**src/rtl/blackjack_pkg.sv**
```systemverilog
// ----------------------------------------------------------------------------
// blackjack_pkg
// Constants and state encodings shared by the blackjack round sequencer and
// its card-request handshake engine.
//   HAND_W       : width of the hand totals from the card adder
//   BLACKJACK    : target total; anything above it is a bust
//   DEALER_STAND : dealer keeps drawing while the dealer total is below this
//   ACK_TIMEOUT  : cycles a request may wait for an acknowledge
// ----------------------------------------------------------------------------
package blackjack_pkg;

   localparam int HAND_W       = 6;
   localparam int BLACKJACK    = 21;
   localparam int DEALER_STAND = 17;
   localparam int ACK_TIMEOUT  = 32;
   localparam int TMO_W        = $clog2(ACK_TIMEOUT + 1);

   typedef enum logic [3:0] {
      ST_IDLE,
      ST_CLEAR,
      ST_DEAL_REQ,
      ST_DEAL_WAIT,
      ST_PLAYER_TURN,
      ST_HIT_WAIT,
      ST_DEALER_CHECK,
      ST_DEALER_WAIT,
      ST_COMPARE,
      ST_RESULT,
      ST_ERROR
   } round_state_t;

   typedef enum logic [1:0] {
      RQ_IDLE,
      RQ_REQ,
      RQ_RELEASE,
      RQ_SETTLE
   } req_state_t;

endpackage

```
**src/rtl/blackjack_round_ctrl_card_requester.sv**
```systemverilog
// ----------------------------------------------------------------------------
// card_requester
// One card request towards the card adder: raise the request, hold it until
// the acknowledge arrives, drop it, wait for the acknowledge to fall, then
// report completion one cycle later so the hand totals have settled.
// A request that is not acknowledged within ACK_TIMEOUT cycles is abandoned.
// Ports:
//   i_Clock, i_Reset_n : clock, asynchronous active-low reset
//   go                 : single-cycle start, accepted only when idle
//   to_dealer          : 0 = card to player, 1 = card to dealer
//   i_CardOK           : acknowledge from the card adder
//   o_Card2P, o_Card2D : registered request lines (never both high)
//   done               : single-cycle pulse, hands may now be evaluated
//   timeout            : single-cycle pulse, request abandoned
// ----------------------------------------------------------------------------
module card_requester
   import blackjack_pkg::*;
(
   input  logic i_Clock,
   input  logic i_Reset_n,
   input  logic go,
   input  logic to_dealer,
   input  logic i_CardOK,
   output logic o_Card2P,
   output logic o_Card2D,
   output logic done,
   output logic timeout
);

   // The request has been high for TMO_LAST+1 cycles when the counter
   // holds TMO_LAST, so that is the last cycle an acknowledge can rescue it.
   localparam logic [TMO_W-1:0] TMO_LAST = TMO_W'(ACK_TIMEOUT - 1);

   req_state_t       state_reg, state_next;
   logic [TMO_W-1:0] tmo_cnt_reg, tmo_cnt_next;
   logic             card_p_reg, card_p_next;
   logic             card_d_reg, card_d_next;

   always_ff @(posedge i_Clock or negedge i_Reset_n) begin
      if (!i_Reset_n) begin
         state_reg   <= RQ_IDLE;
         tmo_cnt_reg <= '0;
         card_p_reg  <= 1'b0;
         card_d_reg  <= 1'b0;
      end else begin
         state_reg   <= state_next;
         tmo_cnt_reg <= tmo_cnt_next;
         card_p_reg  <= card_p_next;
         card_d_reg  <= card_d_next;
      end
   end

   always_comb begin
      state_next   = state_reg;
      tmo_cnt_next = tmo_cnt_reg;
      card_p_next  = card_p_reg;
      card_d_next  = card_d_reg;
      done         = 1'b0;
      timeout      = 1'b0;
      case (state_reg)
         RQ_IDLE: begin
            if (go) begin
               state_next   = RQ_REQ;
               tmo_cnt_next = '0;
               card_p_next  = ~to_dealer;
               card_d_next  = to_dealer;
            end
         end
         RQ_REQ: begin
            if (i_CardOK) begin
               card_p_next = 1'b0;
               card_d_next = 1'b0;
               state_next  = RQ_RELEASE;
            end else if (tmo_cnt_reg >= TMO_LAST) begin
               card_p_next = 1'b0;
               card_d_next = 1'b0;
               timeout     = 1'b1;
               state_next  = RQ_IDLE;
            end else begin
               tmo_cnt_next = tmo_cnt_reg + TMO_W'(1);
            end
         end
         RQ_RELEASE: begin
            if (!i_CardOK) begin
               state_next = RQ_SETTLE;
            end
         end
         RQ_SETTLE: begin
            done       = 1'b1;
            state_next = RQ_IDLE;
         end
         default: begin
            state_next = RQ_IDLE;
         end
      endcase
   end

   assign o_Card2P = card_p_reg;
   assign o_Card2D = card_d_reg;

endmodule

```
**src/rtl/blackjack_round_ctrl.sv**
```systemverilog
// ----------------------------------------------------------------------------
// blackjack_round_ctrl
// Round sequencer for the card-adder stage: clears the adder, deals P,D,P,D,
// runs the player's hit/stay turn and the dealer's draw-to-17 rule, compares
// the hands and latches Win / Lose / Tie (or Error on an ack timeout).
// Ports:
//   i_Clock, i_Reset_n        : clock, asynchronous active-low reset
//   i_Start, i_Hit, i_Stay    : level inputs, acted on at their rising edge
//   i_CardOK                  : card-adder acknowledge
//   i_PlayerHnd, i_DealerHnd  : hand totals from the card adder
//   o_Card2P, o_Card2D        : registered card requests
//   o_AdderReset              : two-cycle clear of the card adder
//   o_PlayerTurn              : waiting for the player's hit/stay
//   o_Win, o_Lose, o_Tie      : latched round result
//   o_Error                   : latched acknowledge timeout
// ----------------------------------------------------------------------------
module blackjack_round_ctrl
   import blackjack_pkg::*;
(
   input  logic              i_Clock,
   input  logic              i_Reset_n,
   input  logic              i_Start,
   input  logic              i_Hit,
   input  logic              i_Stay,
   input  logic              i_CardOK,
   input  logic [HAND_W-1:0] i_PlayerHnd,
   input  logic [HAND_W-1:0] i_DealerHnd,
   output logic              o_Card2P,
   output logic              o_Card2D,
   output logic              o_AdderReset,
   output logic              o_PlayerTurn,
   output logic              o_Win,
   output logic              o_Lose,
   output logic              o_Tie,
   output logic              o_Error
);

   localparam logic [HAND_W-1:0] BJ_VAL    = HAND_W'(BLACKJACK);
   localparam logic [HAND_W-1:0] STAND_VAL = HAND_W'(DEALER_STAND);

   round_state_t state_reg, state_next;
   logic         start_q_reg, hit_q_reg, stay_q_reg;
   logic         start_evt, hit_evt, stay_evt;
   logic [1:0]   deal_cnt_reg, deal_cnt_next;
   logic         clr_cnt_reg, clr_cnt_next;
   logic         win_reg, win_next;
   logic         lose_reg, lose_next;
   logic         tie_reg, tie_next;
   logic         error_reg, error_next;
   logic         req_go, req_to_dealer, req_done, req_timeout;

   assign start_evt = i_Start & ~start_q_reg;
   assign hit_evt   = i_Hit   & ~hit_q_reg;
   assign stay_evt  = i_Stay  & ~stay_q_reg;

   always_ff @(posedge i_Clock or negedge i_Reset_n) begin
      if (!i_Reset_n) begin
         state_reg    <= ST_IDLE;
         start_q_reg  <= 1'b0;
         hit_q_reg    <= 1'b0;
         stay_q_reg   <= 1'b0;
         deal_cnt_reg <= 2'd0;
         clr_cnt_reg  <= 1'b0;
         win_reg      <= 1'b0;
         lose_reg     <= 1'b0;
         tie_reg      <= 1'b0;
         error_reg    <= 1'b0;
      end else begin
         state_reg    <= state_next;
         start_q_reg  <= i_Start;
         hit_q_reg    <= i_Hit;
         stay_q_reg   <= i_Stay;
         deal_cnt_reg <= deal_cnt_next;
         clr_cnt_reg  <= clr_cnt_next;
         win_reg      <= win_next;
         lose_reg     <= lose_next;
         tie_reg      <= tie_next;
         error_reg    <= error_next;
      end
   end

   always_comb begin
      state_next    = state_reg;
      deal_cnt_next = deal_cnt_reg;
      clr_cnt_next  = clr_cnt_reg;
      win_next      = win_reg;
      lose_next     = lose_reg;
      tie_next      = tie_reg;
      error_next    = error_reg;
      req_go        = 1'b0;
      req_to_dealer = 1'b0;
      case (state_reg)
         ST_IDLE, ST_RESULT, ST_ERROR: begin
            if (start_evt) begin
               state_next    = ST_CLEAR;
               deal_cnt_next = 2'd0;
               clr_cnt_next  = 1'b0;
               win_next      = 1'b0;
               lose_next     = 1'b0;
               tie_next      = 1'b0;
               error_next    = 1'b0;
            end
         end
         ST_CLEAR: begin
            // Second cycle of the adder clear ends here.
            if (clr_cnt_reg) begin
               state_next = ST_DEAL_REQ;
            end else begin
               clr_cnt_next = 1'b1;
            end
         end
         ST_DEAL_REQ: begin
            req_go        = 1'b1;
            req_to_dealer = deal_cnt_reg[0];
            state_next    = ST_DEAL_WAIT;
         end
         ST_DEAL_WAIT: begin
            if (req_timeout) begin
               error_next = 1'b1;
               state_next = ST_ERROR;
            end else if (req_done) begin
               if (deal_cnt_reg == 2'd3) begin
                  if (i_PlayerHnd == BJ_VAL) begin
                     // Natural blackjack: no player turn, dealer does not draw.
                     tie_next   = (i_DealerHnd == BJ_VAL);
                     win_next   = (i_DealerHnd != BJ_VAL);
                     state_next = ST_RESULT;
                  end else begin
                     state_next = ST_PLAYER_TURN;
                  end
               end else begin
                  deal_cnt_next = deal_cnt_reg + 2'd1;
                  state_next    = ST_DEAL_REQ;
               end
            end
         end
         ST_PLAYER_TURN: begin
            // Stay takes priority over a simultaneous hit.
            if (stay_evt) begin
               state_next = ST_DEALER_CHECK;
            end else if (hit_evt) begin
               req_go     = 1'b1;
               state_next = ST_HIT_WAIT;
            end
         end
         ST_HIT_WAIT: begin
            if (req_timeout) begin
               error_next = 1'b1;
               state_next = ST_ERROR;
            end else if (req_done) begin
               if (i_PlayerHnd > BJ_VAL) begin
                  lose_next  = 1'b1;
                  state_next = ST_RESULT;
               end else if (i_PlayerHnd == BJ_VAL) begin
                  state_next = ST_DEALER_CHECK;
               end else begin
                  state_next = ST_PLAYER_TURN;
               end
            end
         end
         ST_DEALER_CHECK: begin
            if (i_DealerHnd < STAND_VAL) begin
               req_go        = 1'b1;
               req_to_dealer = 1'b1;
               state_next    = ST_DEALER_WAIT;
            end else begin
               state_next = ST_COMPARE;
            end
         end
         ST_DEALER_WAIT: begin
            if (req_timeout) begin
               error_next = 1'b1;
               state_next = ST_ERROR;
            end else if (req_done) begin
               state_next = ST_DEALER_CHECK;
            end
         end
         ST_COMPARE: begin
            if (i_DealerHnd > BJ_VAL) begin
               win_next = 1'b1;
            end else if (i_PlayerHnd > i_DealerHnd) begin
               win_next = 1'b1;
            end else if (i_PlayerHnd == i_DealerHnd) begin
               tie_next = 1'b1;
            end else begin
               lose_next = 1'b1;
            end
            state_next = ST_RESULT;
         end
         default: begin
            state_next = ST_IDLE;
         end
      endcase
   end

   card_requester u_card_requester (
      .i_Clock   (i_Clock),
      .i_Reset_n (i_Reset_n),
      .go        (req_go),
      .to_dealer (req_to_dealer),
      .i_CardOK  (i_CardOK),
      .o_Card2P  (o_Card2P),
      .o_Card2D  (o_Card2D),
      .done      (req_done),
      .timeout   (req_timeout)
   );

   assign o_AdderReset = (state_reg == ST_CLEAR);
   assign o_PlayerTurn = (state_reg == ST_PLAYER_TURN);
   assign o_Win        = win_reg;
   assign o_Lose       = lose_reg;
   assign o_Tie        = tie_reg;
   assign o_Error      = error_reg;

endmodule

```
**config.mk**
```make
export PLATFORM = sky130hd
export DESIGN_NAME = blackjack_round_ctrl
export DESIGN_NICKNAME = d
export VERILOG_FILES = /design/src/rtl/blackjack_pkg.sv /design/src/rtl/blackjack_round_ctrl_card_requester.sv /design/src/rtl/blackjack_round_ctrl.sv
export SDC_FILE = /design/constraint.sdc
export NUM_CORES = 1
export LEC_CHECK = 0
export ABC_CLOCK_PERIOD_IN_PS = 2650
export BUFFER_PORTS_ARGS = -buffer_cell sky130_fd_sc_hd__buf_4
export CAP_MARGIN = 20
export CORE_MARGIN = 2
export CORE_UTILIZATION = 52
export CTS_CLUSTER_SIZE = 20
export DETAILED_ROUTE_END_ITERATION = 16
export PLACE_DENSITY = 0.84
export SLEW_MARGIN = 20
export SYNTH_ARGS = -nofsm -noshare
export SYNTH_HDL_FRONTEND = slang
export SYNTH_SLANG_ARGS = --single-unit
export TNS_END_PERCENT = 10
```
**constraint.sdc**
```tcl
create_clock -name i_Clock -period 2.65 [get_ports i_Clock]
set_input_delay 0.795 -clock i_Clock [delete_from_list [all_inputs] [get_ports i_Clock]]
set_output_delay 0.795 -clock i_Clock [all_outputs]
set_load 0.05 [all_outputs]
```
# --- Yosys cells after proc, flatten, opt, wreduce, memory -nomap -nowiden ---
# Index checks and enable logic that the tools add are counted.
# W data, S select, Z words.
op_classes:
  eq_ne: 43
  n_shift: 0
  n_addsub: 2
  muxes: 71
  magnitude_cmp: 5
  n_reduce_logical: 20
  n_bitwise: 7
  div_mod_pow: 0
  n_mul: 0
op_table:
  columns: ["op", "n"]
  rows:
  - ["$mux W4", 14]
  - ["$pmux W4 S9", 1]
  - ["$ne A2 B2 Y1 const B", 17]
  - ["$mux W1", 32]
  - ["$mux W2", 9]
  - ["$mux W6", 3]
  - ["$eq A4 B3 Y1 const B", 4]
  - ["$eq A4 B4 Y1 const B", 3]
  - ["$eq A6 B5 Y1 const B", 2]
  - ["$gt A6 B5 Y1 const B", 2]
  - ["$ne A3 B3 Y1 const B", 4]
  - ["$pmux W1 S3", 4]
  - ["$pmux W6 S2", 1]
  - ["$pmux W1 S2", 5]
  - ["$reduce_and A3 Y1", 3]
  - ["$reduce_and A9 Y1", 1]
  - ["$eq A4 B2 Y1 const B", 2]
  - ["$pmux W2 S4", 1]
  - ["$reduce_and A8 Y1", 1]
  - ["$reduce_bool A2 Y1", 4]
  - ["$reduce_and A7 Y1", 1]
  - ["$add A6 B1 Y6 const B", 1]
  - ["$eq A2 B2 Y1 const B", 3]
  - ["$eq A6 B6 Y1", 1]
  - ["other kinds (21)", 29]
totals:
  wordCells: 162
  latch_bits: 0
  mem_bits_ro: 0
  input_bits: 18
  ff_bits: 24
  out_inout_bits: 8
  ramBits: 0
  n_memories: 0

# --- Depth between registers and ports, before layout ---
logic_depth:
  word_depth: 7
  ltp_mapped: 7
  ltp_nobuf: 7

# --- By module ---
# A second synthesis with hierarchy kept.
hier_totals:
  hier_cells: 201
  hier_area_um2: 1818.0
modules_own_cells:
  columns: ["mod", "seq_area_each_um2", "area_each_um2", "instances", "cells_per_inst"]
  rows:
  - ["blackjack_round_ctrl", 350.3, 1295.0, 1, 151]
  - ["card_requester", 250.2, 523.0, 1, 50]

# --- Worst setup path before layout ---
# Ideal clock, no wire load.
synth_timing:
  path_kind: "reg-to-reg"
  start: "register state_reg[3]"
  end: "register state_reg[1]"
  setup_slack_ps: -693
  path_stages_with_launch: 7
  setup_ps: 125
  required_time_ps: 2525
  path_buffers: 1
  synth_period_minus_slack_ps: 3343
  arrival_time_ps: 3218
  cell_sequence: "dfrtp_1 buf_2 nor4b_1 nor2b_1 a21oi_1 o311ai_2 mux2_2"
synth_between:
  elab_cells_between_ends: 20
  cone_classes: "16 x eq/ne; 1 x mux; 3 x reduce/logical"
synth_lines:
  columns: ["item", "line_no", "source"]
  rows:
  - ["start, declared", "blackjack_round_ctrl.sv:41", "round_state_t state_reg, state_next;"]
  - ["start signal, assigned", "blackjack_round_ctrl.sv:69", "state_reg <= state_next;"]
  - ["$eq A4 B1 Y1 *", null, null]
  - ["named net o_AdderReset", "blackjack_round_ctrl.sv:30", "output logic o_AdderReset,"]
  - ["$ne A2 B1 Y1 (no source line)", null, null]
  - ["$reduce_and A6 Y1 (no source line)", null, null]
# The timed path passes the listed nets; every way through them passes the cells marked *.
# A chain may end at the register's enable or synchronous reset.

# --- Worst setup path after layout ---
layout_timing:
  start: "register state_reg[1]"
  end: "output port o_PlayerTurn"
layout_between:
  elab_chain_len: 1
layout_lines:
  columns: ["item", "line_no", "source"]
  rows:
  - ["$eq A4 B3 Y1", "blackjack_round_ctrl.sv:209", "assign o_PlayerTurn = (state_reg == ST_PLAYER_TURN);"]
  - ["end, declared", "blackjack_round_ctrl.sv:31", "output logic o_PlayerTurn,"]
# Every way passes these cells.

==> metrics.txt <==
Detailed Route Iter0 Violations=59; n_diodes=0; number of synthesized register bits=24; most frequent cells in the layout=buf_4, dfrtp_1, nand2_1; Area growth syn-to-layout=18.33%; clock skew=0.01733 ns; routed len/inst=14.51 um; maximum clock path buffer count=2; Max Cap Viol=0; final hold vios=0; Crit. End Element=output port; Syn Nets=213; vias after detailed routing=1,545; ys flop type=dfrtp_1; Synth cell types=53; vias in the first global route=1,428; Port Buffer Count=25; Mapped Area=1713 um2; number of flops mapped to enable cells by yosys=0; gr ovfl total=0; First-pass DRT Iterations=5; max frequency=405.6 MHz; All-Layer GR Usage=0.2229; initial antenna violation count=0; Power Total=0.002165 W; Routed WL=3.759 mm; Worst-Skew Late Latency=0.33 ns; fin crit share=0.9304; Die ar.=3769 um2; Cells after Synth=187; cts hold-fix bufs=0; Residual DRC=0; Rel. slew slack=0.6343; ys async rst share=1.000; commonest non-fill, non-tap cell in the layout=buf_4; Synth Warn #=0; Core Area=3103 um2; # IOs=26; HP Class=in2async; layout cells sized above 1=0.2140; Critical R2R Capture=state_reg[2]; origin of the critical flop-to-flop path=u_card_requester.tmo_cnt_reg[0]; Tightest Pin Transition=0.5414 ns; largest net degree at the start of global routing=25; Num CTS Buffers=3; WS Path Type=reg2out; Num Clock Sinks=24; H-tree depth=1; die height=61.40 um; outcome=completed; Worst EP required=1.86 ns; Root Buffer=clkbuf_4; postcts setup bufs=0; CTS tree=yes; first-pass GRT wire length=6.265 mm; Synth Area per Inst=9.160 um2; Max rail drop VDD=0.0007849 V; setup TNS=0 ns; worst r2r path cells=6; arrival time at the worst endpoint=1.67 ns; GPL Wtd Cong=0.8766; Initial Utilization=0.5520; Seq/Total Area, Yosys=0.3506; startpoint types=register; Reg clk slew, reported paths=0.15 ns; Slew Limit Fails=0; pwr dens=1068 nW/um2; setup violators final=0; RSZ-0062 raised after global routing=false; die width=61.40 um; Final #Nets=242; Detailed Place HPWL=2.925 mm; Resized Gates After CTS=0; R2R Setup Slk=0.44 ns; routed vias/inst=5.965; max reg flops=6; Row Count=20; DRT antenna net count=0; final design utilization=0.6532; Tmin final=2.466 ns; maximum fanout along the worst path=14; Leak=0.8880 nW
==> cells in the mapped netlist, drive strengths merged (2+ instances only) <==
cell type	number	area share
dfrtp	24	0.35
nand2	14	0.031
a21oi	13	0.038
nor2	12	0.026
o21ai	11	0.032
nor2b	9	0.033
ha	8	0.058
inv	8	0.018
nand3	7	0.020
or3	7	0.026
mux2i	5	0.029
nand2b	5	0.018
a21o	4	0.018
buf	4	0.011
mux2	4	0.026
nor3	4	0.012
o31ai	3	0.013
xnor2	3	0.015
a31oi	2	0.0073
a32oi	2	0.010
a41oi	2	0.010
and4bb	2	0.015
clkbuf	2	0.0044
nand3b	2	0.0088
nor4b	2	0.014
nor4bb	2	0.012
o21a	2	0.0088
o21bai	2	0.0088
o221ai	2	0.010
o31a	2	0.010
==> worst max-delay path, stage by stage, from the launching register on <==
cell	delay, ns
dfrtp_2	0.52
buf_4	0.20
nor4b_2	0.35
buf_4	0.27
==> report_power, final <==
part / internal [W] / switching (W) / leakage [nW]
clock network: 0.000153 / 0.000115 / 0.0279
logic: 0.000552 / 0.000711 / 0.556
registers: 0.000483 / 0.000150 / 0.304
==> cells by family (layout without fill, tap and decap cells) <==
family                     after synthesis  after routing  share of synthesized area
muxes                                    9              9                    0.05551
and+or+nand+nor                         73             73                     0.2469
DFF                                     24             24                     0.3506
buffers and inverters                   14             42                    0.03287
AOI/OAI and AO/OA                       55             55                     0.2352
adders and majority gates                8              8                    0.05844
xor gates and xnor gates                 4              4                    0.02046
==> per-layer routing <==
metal | vias to the layer above | GRT usage | routed length, um
met2 | 44 | 0.3754 | 1784
met5 | - | 0 | 0
met1 | 734 | 0.2947 | 1747
met3 | 4 | 0.04832 | 194
met4 | 0 | 0.05167 | 32
li1 | 763 | - | -
==> stage by stage <==
step                setup WS (ns)  cells  hold WS (ns)  instance area [um2]
floorplan                 0.02518    187        0.4504                 1719
global placement           0.1289    255        0.4615                 1973
detailed placement        0.09005    255        0.4682                 1973
CTS                        0.1030    259        0.3381                 2026
global route              0.04410    259        0.3356                 2027
finish                     0.1843    259        0.3288                 2027
==> how the worst max path moves through the flow <==
stage,depth (start not counted),start,end,slack [ns]
6_report,3,state_reg[1],o_PlayerTurn,0.18
5_1_grt,3,state_reg[1],o_PlayerTurn,0.04
4_1_cts,3,state_reg[1],o_PlayerTurn,0.10
3_5_place_dp,6,i_DealerHnd[0],u_card_requester.o_Card2D,0.09
3_3_place_gp,6,i_DealerHnd[0],u_card_requester.o_Card2D,0.13
2_1_floorplan,6,state_reg[3],u_card_requester.tmo_cnt_reg[0],0.03
==> final cells by class <==
type,instances,area [um2]
fillers,277,1076
multi-input cells,149,1062
flip-flops and latches,24,601.8
repair buffers,30,225.2
well taps,44,55.05
clock inverters,1,30.03
inverters,8,30.03
clock buffers,3,22.52
Note: power is estimated with default switching activity, not from simulation.
